--- src/rtl/sdio_csr_pkg.sv ---
// rtl/sdio_csr_pkg.sv - SDIO CSR bank offsets, status/control bit indices and slave FSM encodings
package sdio_csr_pkg;

  localparam int OFF_POWER   = 'h00;
  localparam int OFF_CLKCR   = 'h04;
  localparam int OFF_ARG     = 'h08;
  localparam int OFF_CMD     = 'h0C;
  localparam int OFF_EXT_LO  = 'h10;
  localparam int OFF_EXT_HI  = 'h20;
  localparam int OFF_DTIMER  = 'h24;
  localparam int OFF_DLEN    = 'h28;
  localparam int OFF_DCTRL   = 'h2C;
  localparam int OFF_DCOUNT  = 'h30;
  localparam int OFF_STA     = 'h34;
  localparam int OFF_FIFOCNT = 'h38;

  localparam int STA_CMDACT = 11;
  localparam int STA_TXACT  = 12;
  localparam int STA_RXACT  = 13;
  localparam int CMD_CPSMEN = 10;
  localparam int DCTRL_DTEN = 0;

  localparam logic [2:0] ST_IDLE     = 3'd0;
  localparam logic [2:0] ST_LOCAL    = 3'd1;
  localparam logic [2:0] ST_EXT_WAIT = 3'd2;
  localparam logic [2:0] ST_BURST    = 3'd3;
  localparam logic [2:0] ST_RESP     = 3'd4;

  localparam logic [2:0] CTI_INCR   = 3'b010;
  localparam logic [1:0] BTE_LINEAR = 2'b00;

  typedef enum logic [1:0] {RESP_ACK, RESP_ERR, RESP_RTY, RESP_EXT} resp_e;

endpackage

--- src/rtl/neg_edge_detector.sv ---
// rtl/neg_edge_detector.sv - one-cycle pulse on a 1->0 transition of a level input
module neg_edge_detector (
  input  logic clk,
  input  logic rst,
  input  logic d,
  output logic fall
);

  logic d_q;

  always_ff @(posedge clk) begin
    if (rst) d_q <= 1'b0;
    else     d_q <= d;
  end

  assign fall = d_q & ~d;

endmodule

--- src/rtl/wb_sdio_csr_slave.sv ---
// rtl/wb_sdio_csr_slave.sv - Wishbone B4 classic/burst slave for the SDIO CPSM/DPSM CSR bank
module wb_sdio_csr_slave
  import sdio_csr_pkg::*;
#(
  parameter  int ADDR_WIDTH  = 8,
  parameter  int DATA_WIDTH  = 32,
  parameter  int EXT_TIMEOUT = 16,
  parameter  int BURST_EN    = 1,
  localparam int SEL_WIDTH   = DATA_WIDTH / 8
) (
  input  logic                  clk,
  input  logic                  rst,
  input  logic                  cyc_i,
  input  logic                  stb_i,
  input  logic                  we_i,
  input  logic [ADDR_WIDTH-1:0] adr_i,
  input  logic [SEL_WIDTH-1:0]  sel_i,
  input  logic [DATA_WIDTH-1:0] dat_i,
  input  logic [2:0]            cti_i,
  input  logic [1:0]            bte_i,
  output logic [DATA_WIDTH-1:0] dat_o,
  output logic                  ack_o,
  output logic                  err_o,
  output logic                  rty_o,
  input  logic [DATA_WIDTH-1:0] sd_status,
  input  logic [DATA_WIDTH-1:0] sd_dcount,
  input  logic [DATA_WIDTH-1:0] sd_fifocnt,
  output logic [DATA_WIDTH-1:0] sd_pwr,
  output logic [DATA_WIDTH-1:0] sd_clkcr,
  output logic [DATA_WIDTH-1:0] sd_arg,
  output logic [DATA_WIDTH-1:0] sd_cmd,
  output logic [DATA_WIDTH-1:0] sd_dtimer,
  output logic [DATA_WIDTH-1:0] sd_dlen,
  output logic [DATA_WIDTH-1:0] sd_dctrl,
  output logic [ADDR_WIDTH-1:0] ext_adr_o,
  output logic                  ext_rd_o,
  input  logic                  ext_ack_i,
  input  logic [DATA_WIDTH-1:0] ext_dat_i
);

  localparam int WW = ADDR_WIDTH - 2;
  localparam int TW = $clog2(EXT_TIMEOUT + 1);

  logic [2:0]            state;
  logic [ADDR_WIDTH-1:0] addr_q;
  logic                  we_q;
  logic [2:0]            cti_q;
  logic [1:0]            bte_q;
  logic                  ack_q, err_q, rty_q;
  logic [TW-1:0]         timer;
  logic [WW-1:0]         tgt_w;
  int                    tgt_off, wr_off;
  resp_e                 dec;
  logic                  busy, burst_ok, bad_burst, wr_en, cmd_fall, data_fall;
  logic [DATA_WIDTH-1:0] rd_data, cmd_base, dctrl_base;

  function automatic int word_off(input logic [WW-1:0] w);
    return int'(w) << 2;
  endfunction

  function automatic resp_e decode(input int off, input logic f_we, input logic f_busy);
    case (off)
      OFF_POWER, OFF_CLKCR:                             decode = RESP_ACK;
      OFF_ARG, OFF_CMD, OFF_DTIMER, OFF_DLEN, OFF_DCTRL: decode = (f_we && f_busy) ? RESP_RTY : RESP_ACK;
      OFF_DCOUNT, OFF_STA, OFF_FIFOCNT:                 decode = f_we ? RESP_ERR : RESP_ACK;
      default: begin
        if (off >= OFF_EXT_LO && off <= OFF_EXT_HI) decode = f_we ? RESP_ERR : RESP_EXT;
        else                                        decode = RESP_ERR;
      end
    endcase
  endfunction

  function automatic logic [DATA_WIDTH-1:0] upd(input logic [DATA_WIDTH-1:0] old_v, input logic hit);
    upd = old_v;
    for (int i = 0; i < SEL_WIDTH; i++)
      if (hit && sel_i[i]) upd[8*i +: 8] = dat_i[8*i +: 8];
  endfunction

  // In a burst the response for the next beat is prepared while the current beat is acked.
  assign tgt_w     = (state == ST_BURST) ? addr_q[ADDR_WIDTH-1:2] + WW'(1) : addr_q[ADDR_WIDTH-1:2];
  assign tgt_off   = word_off(tgt_w);
  assign wr_off    = word_off(addr_q[ADDR_WIDTH-1:2]);
  assign busy      = sd_status[STA_CMDACT] | sd_status[STA_TXACT] | sd_status[STA_RXACT];
  assign dec       = decode(tgt_off, we_q, busy);
  assign burst_ok  = (BURST_EN != 0) && (cti_q == CTI_INCR);
  assign bad_burst = burst_ok && (bte_q != BTE_LINEAR);
  // Write data is latched on the edge that completes the acked beat.
  assign wr_en     = ack_q && cyc_i && stb_i && we_q && (state == ST_RESP || state == ST_BURST);

  assign ack_o = ack_q & cyc_i & stb_i;
  assign err_o = err_q & cyc_i & stb_i;
  assign rty_o = rty_q & cyc_i & stb_i;

  always_comb begin
    case (tgt_off)
      OFF_POWER:   rd_data = sd_pwr;
      OFF_CLKCR:   rd_data = sd_clkcr;
      OFF_ARG:     rd_data = sd_arg;
      OFF_CMD:     rd_data = sd_cmd;
      OFF_DTIMER:  rd_data = sd_dtimer;
      OFF_DLEN:    rd_data = sd_dlen;
      OFF_DCTRL:   rd_data = sd_dctrl;
      OFF_DCOUNT:  rd_data = sd_dcount;
      OFF_STA:     rd_data = sd_status;
      OFF_FIFOCNT: rd_data = sd_fifocnt;
      default:     rd_data = '0;
    endcase
  end

  neg_edge_detector u_cmd_fall  (.clk(clk), .rst(rst), .d(sd_status[STA_CMDACT]), .fall(cmd_fall));
  neg_edge_detector u_data_fall (.clk(clk), .rst(rst), .d(sd_status[STA_TXACT] | sd_status[STA_RXACT]),
                                 .fall(data_fall));

  always_comb begin
    cmd_base   = sd_cmd;
    dctrl_base = sd_dctrl;
    if (cmd_fall)  cmd_base[CMD_CPSMEN]   = 1'b0;
    if (data_fall) dctrl_base[DCTRL_DTEN] = 1'b0;
  end

  always_ff @(posedge clk) begin
    if (rst) begin
      state     <= ST_IDLE;
      addr_q    <= '0;
      we_q      <= 1'b0;
      cti_q     <= '0;
      bte_q     <= '0;
      ack_q     <= 1'b0;
      err_q     <= 1'b0;
      rty_q     <= 1'b0;
      dat_o     <= '0;
      ext_rd_o  <= 1'b0;
      ext_adr_o <= '0;
      timer     <= '0;
    end else begin
      ack_q <= 1'b0;
      err_q <= 1'b0;
      rty_q <= 1'b0;
      case (state)
        ST_IDLE: begin
          if (cyc_i && stb_i) begin
            addr_q <= adr_i;
            we_q   <= we_i;
            cti_q  <= cti_i;
            bte_q  <= bte_i;
            state  <= ST_LOCAL;
          end
        end
        ST_LOCAL, ST_BURST: begin
          if (!cyc_i) begin
            state <= ST_IDLE;
          end else if (state == ST_BURST && (!stb_i || cti_i != CTI_INCR)) begin
            state <= ST_IDLE;
          end else if (state == ST_LOCAL && bad_burst) begin
            err_q <= 1'b1;
            state <= ST_RESP;
          end else begin
            addr_q <= {tgt_w, addr_q[1:0]};
            case (dec)
              RESP_ACK: begin
                ack_q <= 1'b1;
                dat_o <= rd_data;
                state <= burst_ok ? ST_BURST : ST_RESP;
              end
              RESP_EXT: begin
                ext_adr_o <= {tgt_w, addr_q[1:0]};
                ext_rd_o  <= 1'b1;
                timer     <= '0;
                state     <= ST_EXT_WAIT;
              end
              RESP_RTY: begin
                rty_q <= 1'b1;
                state <= ST_RESP;
              end
              default: begin
                err_q <= 1'b1;
                state <= ST_RESP;
              end
            endcase
          end
        end
        ST_EXT_WAIT: begin
          if (!cyc_i) begin
            ext_rd_o <= 1'b0;
            state    <= ST_IDLE;
          end else if (ext_ack_i) begin
            ext_rd_o <= 1'b0;
            dat_o    <= ext_dat_i;
            ack_q    <= 1'b1;
            state    <= ST_RESP;
          end else if (timer == TW'(EXT_TIMEOUT - 1)) begin
            ext_rd_o <= 1'b0;
            err_q    <= 1'b1;
            state    <= ST_RESP;
          end else begin
            timer <= timer + TW'(1);
          end
        end
        default: state <= ST_IDLE;
      endcase
    end
  end

  // Auto-clear is applied first so that a same-cycle bus write to the same lane wins.
  always_ff @(posedge clk) begin
    if (rst) begin
      sd_pwr    <= '0;
      sd_clkcr  <= '0;
      sd_arg    <= '0;
      sd_cmd    <= '0;
      sd_dtimer <= '0;
      sd_dlen   <= '0;
      sd_dctrl  <= '0;
    end else begin
      sd_pwr    <= upd(sd_pwr,     wr_en && wr_off == OFF_POWER);
      sd_clkcr  <= upd(sd_clkcr,   wr_en && wr_off == OFF_CLKCR);
      sd_arg    <= upd(sd_arg,     wr_en && wr_off == OFF_ARG);
      sd_cmd    <= upd(cmd_base,   wr_en && wr_off == OFF_CMD);
      sd_dtimer <= upd(sd_dtimer,  wr_en && wr_off == OFF_DTIMER);
      sd_dlen   <= upd(sd_dlen,    wr_en && wr_off == OFF_DLEN);
      sd_dctrl  <= upd(dctrl_base, wr_en && wr_off == OFF_DCTRL);
    end
  end

endmodule

--- config.mk ---
export PLATFORM = sky130hd
export DESIGN_NAME = wb_sdio_csr_slave
export DESIGN_NICKNAME = d
export VERILOG_FILES = /design/src/rtl/sdio_csr_pkg.sv /design/src/rtl/neg_edge_detector.sv /design/src/rtl/wb_sdio_csr_slave.sv
export SDC_FILE = /design/constraint.sdc
export NUM_CORES = 1
export LEC_CHECK = 0
export ABC_AREA = 1
export CAP_MARGIN = 0
export CORE_AREA = 2 2 186 188
export CTS_CLUSTER_DIAMETER = 30
export DETAILED_ROUTE_END_ITERATION = 16
export DIE_AREA = 0 0 188 190
export GPL_TIMING_DRIVEN = 0
export HOLD_SLACK_MARGIN = 0.05
export PLACE_DENSITY_LB_ADDON = 0.15
export SYNTH_ARGS = -nofsm -noshare
export SYNTH_HDL_FRONTEND = slang
export SYNTH_SLANG_ARGS = --single-unit
--- constraint.sdc ---
create_clock -name clk -period 3.2 [get_ports clk]
set_input_delay 0.8 -clock clk [delete_from_list [all_inputs] [get_ports clk]]
set_output_delay 0.8 -clock clk [all_outputs]
set_load 0.005 [all_outputs]
# Yosys cells after proc, flatten, opt, wreduce, memory -nomap -nowiden
# Cells that the tools add are included.
dict set report op_classes {
  order_cmp 2
  n_addsub 2
  n_reduce_logical 71
  muxes 65
  n_eq_ne 35
  n_bitwise 17
}
# op n
set op_table {}
lappend op_table {{case mux 32 bit (10 select lines)} 1}
lappend op_table {{2-to-1 mux 32 bit} 6}
lappend op_table {{logical NOT 32 bit} 2}
lappend op_table {{case mux 32 bit (2 select lines)} 1}
lappend op_table {{logical AND 1 bit} 45}
lappend op_table {{== test 6 x 4 -> 1 bit, second input constant} 6}
lappend op_table {{2-to-1 mux 5 bit} 7}
lappend op_table {{2-to-1 mux 8 bit} 4}
lappend op_table {{2-to-1 mux 3 bit} 9}
lappend op_table {{2-to-1 mux 1 bit} 25}
lappend op_table {{inequality test 2 bit, second input constant} 10}
lappend op_table {{== test 6 x 2 -> 1 bit, second input constant} 3}
lappend op_table {{== test 6 x 5 -> 1 bit, second input constant} 3}
lappend op_table {{case mux 8 bit (2 select lines)} 1}
lappend op_table {{== test 6 x 3 -> 1 bit, second input constant} 2}
lappend op_table {{case mux 5 bit (2 select lines)} 1}
lappend op_table {{AND reduction 5 bit} 2}
lappend op_table {{nonzero test 2 bit} 5}
lappend op_table {{OR reduction 5 bit} 2}
lappend op_table {{== test 3 x 2 -> 1 bit, second input constant} 3}
lappend op_table {{case mux 3 bit (3 select lines)} 1}
lappend op_table {{bitwise AND 1 bit} 8}
lappend op_table {{greater-or-equal comparator 8 x 5 -> 1 bit, second input constant} 1}
lappend op_table {{<= comparator 8 x 6 -> 1 bit, second input constant} 1}
lappend op_table {{27 further kinds} 43}
dict set report totals {
  out_inout_bits 268
  register_bits 292
}

# Depth between registers and ports, before layout
dict set report depth {
  depth_word 13
  mapped_depth 25
  depth_no_buf 20
}

# Hierarchy
# From an unflattened synthesis, not the netlist that was laid out.
dict set report hier_totals {
  cells_unflattened 2055
  area_unflattened_um2 14323.7
}
# module seq_area_each_um2 cells_per_inst area_each_um2 n_inst
set modules_own_cells {}
lappend modules_own_cells {wb_sdio_csr_slave 5805.6 2045 14248.7 1}
lappend modules_own_cells {neg_edge_detector 20.0 5 37.5 2}

# Worst setup path after synthesis
# No wires, ideal clock.
dict set report synth_path {
  path_kind {register -> register}
  from {register addr_q[2]}
  to {register timer[3]}
  period_less_slack_ns 3.193
  slack_ns 0.007
  t_arrival_ns 3.075
  path_stages_with_launch 21
  required_time_ns 3.083
  path_cell_list {dfxtp_1 > ha_1 > clkbuf_1 > nand3_1 > nand2_1 > nand2_2 > nand2_2 > inv_2 > buf_8 > buf_8 > buf_6 > o211ai_1 > o211ai_1 > o21ai_1 > ha_1 > o21ai_0 > nor4_2 > inv_1 > nor2_1 > xor2_1 > nor2_1}
}
dict set report synth_between {
  elab_chain_len 9
  word_cells_on_any_way 23
  classes_between {add/sub: 1; order compare: 2; eq/ne: 11; mux: 3; reduce/logical: 6}
}
# element line_no
set synth_lines {}
lappend synth_lines {{from (decl)} wb_sdio_csr_slave.sv:45} ;# logic [ADDR_WIDTH-1:0] addr_q;
lappend synth_lines {{from (signal assigned)} wb_sdio_csr_slave.sv:142} ;# addr_q <= adr_i;
lappend synth_lines {{from (signal assigned)} wb_sdio_csr_slave.sv:158} ;# addr_q <= {tgt_w, addr_q[1:0]};
lappend synth_lines {{adder 6 x 1 -> 6 bit} wb_sdio_csr_slave.sv:80} ;# assign tgt_w = (state == ST_BURST) ? addr_q[ADDR_WIDTH-1:2] + WW'(1) : addr_q[ADDR_WIDTH-1:2];
lappend synth_lines {{2-to-1 mux 6 bit (*)} wb_sdio_csr_slave.sv:80}
lappend synth_lines {{greater-or-equal comparator 8 x 5 -> 1 bit / <= comparator 8 x 6 -> 1 bit (equally long branches)} wb_sdio_csr_slave.sv:67} ;# if (off >= OFF_EXT_LO && off <= OFF_EXT_HI) decode = f_we ? RESP_ERR : RESP_EXT;
lappend synth_lines {{logical AND 1 bit} wb_sdio_csr_slave.sv:67}
lappend synth_lines {{2-to-1 mux 2 bit} wb_sdio_csr_slave.sv:67}
lappend synth_lines {{case mux 2 bit (3 select lines) (*)} wb_sdio_csr_slave.sv:62} ;# case (off)
lappend synth_lines {{== test 2 bit (*)} wb_sdio_csr_slave.sv:159} ;# case (dec)
lappend synth_lines {{inequality test 2 bit (no source line) (*)} n/a}
lappend synth_lines {{AND reduction 8 bit (no source line) (*)} n/a}
lappend synth_lines {{to (signal assigned)} wb_sdio_csr_slave.sv:196} ;# timer <= timer + TW'(1);
lappend synth_lines {{to (decl)} wb_sdio_csr_slave.sv:50} ;# logic [TW-1:0] timer;
# Every way passes the cells marked *; elsewhere a longest branch is shown, timed or not.
# A chain may end at the register's enable or synchronous reset.

# Worst setup path after layout
dict set report layout_path {
  from {input stb_i}
  to {register sd_pwr[21]}
}
dict set report layout_between {
  elab_chain_len 5
}
# element line_no
set layout_lines {}
lappend layout_lines {{from (decl)} wb_sdio_csr_slave.sv:14} ;# input logic stb_i,
lappend layout_lines {{logical AND 1 bit (3 in a row)} wb_sdio_csr_slave.sv:88} ;# assign wr_en = ack_q && cyc_i && stb_i && we_q && (state == ST_RESP || state == ST_BURST);
lappend layout_lines {{logical AND 1 bit} wb_sdio_csr_slave.sv:215} ;# sd_pwr <= upd(sd_pwr, wr_en && wr_off == OFF_POWER);
lappend layout_lines {{logical AND 1 bit} wb_sdio_csr_slave.sv:76} ;# if (hit && sel_i[i]) upd[8*i +: 8] = dat_i[8*i +: 8];
lappend layout_lines {{to (signal assigned)} wb_sdio_csr_slave.sv:215}
lappend layout_lines {{to (decl)} wb_sdio_csr_slave.sv:28} ;# output logic [DATA_WIDTH-1:0] sd_pwr,
# Every way passes these cells.

==> impl_metrics.py <==
metrics = {
    "run_status": {
        "status": "finished with violations",
        "violations": "negative setup slack",
    },
    "cells_and_area": {
        "fillers": 2955,
        "fin_area_um2": 22500,
        "nNetsFinal": 2807,
        "layout_commonest_cell": "clkdlybuf4s50_1",
        "syn_to_final_growth_pct": 56.2,
        "drive_gt1_share_pct": 13.7,
        "final_cell_mix": "clkdlybuf4s50_1 (448), nand3_1 (313), nor2_1 (289)",
        "fin_cells": 3122,
    },
    "placement": {
        "placed_area_um2": 19400,
        "dp_slack_ns": -1.01,
        "place.gp.congestion": 0.944,
        "port_buffers": 448,
        "dp.final_hpwl_mm": 54.6,
        "dp.cells": 2955,
    },
    "floorplanning": {
        "fp.dieArea_um2": 35700,
        "initial_core_util_pct": 42.4,
        "die_w_um": 188,
        "rows": 68,
        "io-pin-count": 451,
        "core_um2": 33900,
        "die_y_um": 190,
    },
    "route": {
        "drt-total-wl_mm": 74.2,
        "vias": 17900,
        "drc": 0,
        "drt_pass1_iterations": 8,
        "vias_per_cell": 5.73,
        "antenna_left": 0,
        "drt_iter0_markers": 1722,
        "routedWlPerCell_um": 23.8,
    },
    "pwr": {
        "p_leak_nw": 9.23,
        "power_switching_mw": 3.46,
        "p_sw_share_pct": 27.9,
        "peakVddDrop_mv": 0.346,
        "power_mw": 12.4,
        "pwr-share-comb_pct": 14.7,
        "pwr-share-clk_pct": 55.1,
        "seqPwrFrac_pct": 30.2,
        "powerDensity_nw_per_um2": 552,
        "p_int_mw": 8.94,
    },
    "worst_setup_path": {
        "crit_fanout": 10,
        "ff2ff_path_depth": 21,
        "crit_slowest_cell": "nor2_1",
        "crit_required_ns": 3.67,
        "timing.rr.start": "state[1]",
        "critPathKind": "input pin to flop",
        "reg2reg_to": "dat_o[27]",
        "path_delay_family": "simple AND/OR/NAND/NOR gates",
        "crit_chain": "clkdlybuf4s50_1 -> nand2_1 -> nor3_2 -> nand2_1 -> inv_2 -> nand4_1 -> nor2_1 -> buf_2 -> nor2_1 -> a211oi_1",
        "cpPeakStageDelay_ns": 0.65,
        "path_buf_inv": 3,
        "cp-end-kind": "flop",
        "startpoint_type": "input pin",
        "crit_arrival_ns": 3.67,
        "timing.reg2reg.setup_slack_ns": 0.02,
    },
    "global_routing": {
        "antenna_found_initial": 5,
        "grt_pass1_vias": 17000,
        "grt_max_degree": 12,
        "grt_usage_pct": 39.6,
        "grt_overflow": 0,
        "grt_pass1_wl_mm": 105,
    },
    "clock_tree": {
        "clock-sinks": 292,
        "clk_root_buffer_cell": "clkbuf_16",
        "cts_made_buffers": 66,
        "clk_pin_slew_ns": 0.05,
        "hold_buffers": 0,
        "insertion_delay_ns": 0.57,
        "cts_tree": "built",
        "cts_buffer_depth": 3,
        "h-tree-depth": 3,
    },
    "timing": {
        "holdWs_ns": 0.463,
        "relSlewSlack_pct": 22.7,
        "setup_ws_ns": -0.00339,
        "period_needed_ns": 3.20,
        "slew_violations": 0,
        "finalHoldViolations": 0,
        "tightestPinTransition_ns": 1.16,
        "period_share_pct": 100,
        "fmax_mhz": 312,
        "finClkSkew_ns": 0.0300,
        "rsz0062_at_grt": "true",
        "setup_violations": 2,
    },
    "hold_path": {
        "hold_class": "flop to flop",
        "holdPathEnd": "cti_q[1]",
        "min_path_cells": 2,
        "min-delay-start": "cti_q[1]",
    },
    "synthesis": {
        "synthTopCellsByArea": "dfxtp_1 (41%), nand3_1 (11%), nor2_1 (7.8%)",
        "ys_ff_latch": 292,
        "yosysTopAreaCell": "dfxtp_1",
        "synth.top_cell.area_share_pct": 40.6,
        "postSynthNetCount": 2245,
        "syn_inst": 2052,
        "netlist_area_um2": 14400,
        "yosys_warnings": 0,
        "synth_cell_types": 42,
        "synth_seq_area_share_pct": 40.6,
        "avgSynthCellArea_um2": 7.01,
    },
    "flow_run": {
        "drv_cap": 0,
    },
}
[layer usage]
layer	track usage, %	part of all wire, %
met1	47.5	37
met5	0	0.018
met4	26.0	6.9
met3	10.1	11
met2	63.0	45
[worst reg2reg max path: stages (launching register included)]
cell	delay, ns
dfxtp_4	0.37
nand2_2	0.07
nor2_4	0.18
buf_6	0.17
nand4_1	0.10
nand2_2	0.12
nand2_4	0.08
inv_4	0.07
buf_12	0.13
buf_16	0.12
o211ai_1	0.10
o211ai_1	0.18
o21ai_4	0.12
inv_2	0.10
ha_4	0.14
nor2_2	0.05
nor2_4	0.19
nand4_4	0.11
buf_12	0.20
bufbuf_16	0.29
a21oi_2	0.10
a21oi_1	0.09
[power groups by stage]
stage	combinational, mW	sequential, mW	clock, mW
global route	1.88	3.75	7.00
finish	1.83	3.75	6.83
floorplan	0.753	3.81	0
global placement	1.51	3.81	0
CTS	1.64	3.75	6.81
detailed placement	1.52	3.81	0
[Yosys cell counts]
master and n:
nor3_2 2, o21ai_2 2, xnor2_1 1, clkbuf_1 35, a21oi_1 211, nand3_1 314, nor3b_1 1, nor2_2 11
nor3_1 7, o21ai_0 150, clkinv_1 2, o22ai_1 1, nand3_2 1, inv_1 168, a32oi_1 1, nor4_2 2
buf_8 2, a221oi_1 2, a31oi_1 2, xor2_1 1, o211ai_1 4, nand4_2 1, nand2_2 12, dfxtp_1 292
buf_1 2, clkbuf_2 1, buf_6 16, nand2_1 288, a211oi_1 85, a21oi_2 15, o21ai_1 1, buf_2 69
inv_2 4, ha_1 10, nand4_1 8, nor2_1 298, nor4_1 1, buf_4 10, a211oi_2 8, nand2_4 1
nor2_4 9, o31ai_1 1
[what timing repair did]
action / 4_1_cts / 5_1_grt
gates resized for setup: 56 / 41
gates cloned: 4 / 1
endpoints found under the hold margin: 0 / 0
pin swaps: 14 / 17
endpoints found under the setup margin: 49 / 56
buffers inserted: 17 / 27
[per-stage QoR]
step / utilization [%] / TNS, ns
3_5_place_dp: 57.3 / -88.34
5_1_grt: 66.2 / -0.863
2_1_floorplan: - / 0
4_1_cts: 65.1 / 0
3_3_place_gp: 57.3 / -79.93
6_report: 66.2 / -0.00532
[cell type report]
class / count / area [µm²] / area share, %
sequential: 292 / 5860 / 26.1
antenna: 3 / 7.51 / 0.0334
clock inverter: 39 / 472 / 2.10
clock buffer: 79 / 1770 / 7.88
buffer: 132 / 837 / 3.72
multi-input combinational: 1452 / 7380 / 32.9
tap: 455 / 569 / 2.53
timing repair buffer: 496 / 4910 / 21.8
inverter: 174 / 662 / 2.95
[cells by family after synthesis]
logic type      count (synthesis)  share of synthesized area, %
fa+ha+maj                      10                         0.869
simple gates                  956                          29.1
compound gates                483                          19.3
flops                         292                          40.6
xor+xnor                        2                         0.122
buf+inv                       309                          9.92
[state kept, by name, indices dropped and copies added, names as in the netlist]
register / count
ext_adr_o: 8
sd_arg: 32
dat_o: 32
sd_dctrl: 32
rty_q: 1
ext_rd_o: 1
sd_cmd: 32
sd_dlen: 32
err_q: 1
bte_q: 2
sd_clkcr: 32
timer: 5
ack_q: 1
sd_pwr: 32
sd_dtimer: 32
addr_q: 8
state: 3
u_cmd_fall.d_q: 1
cti_q: 3
u_data_fall.d_q: 1
we_q: 1
[how the worst max path moves through the flow]
stage,cells after the start,slack (ns),from,end
after floorplan,20,0.007,addr_q[2],timer[3]
after global placement,22,-1.01,addr_q[2],ext_adr_o[3]
after detailed placement,20,-1.01,addr_q[3],dat_o[15]
after CTS,21,0.004,state[1],dat_o[27]
after global routing,10,-0.09,stb_i,sd_pwr[5]
final,10,-0.003,stb_i,sd_pwr[21]
No activity file was read; power rests on OpenSTA's default activity.
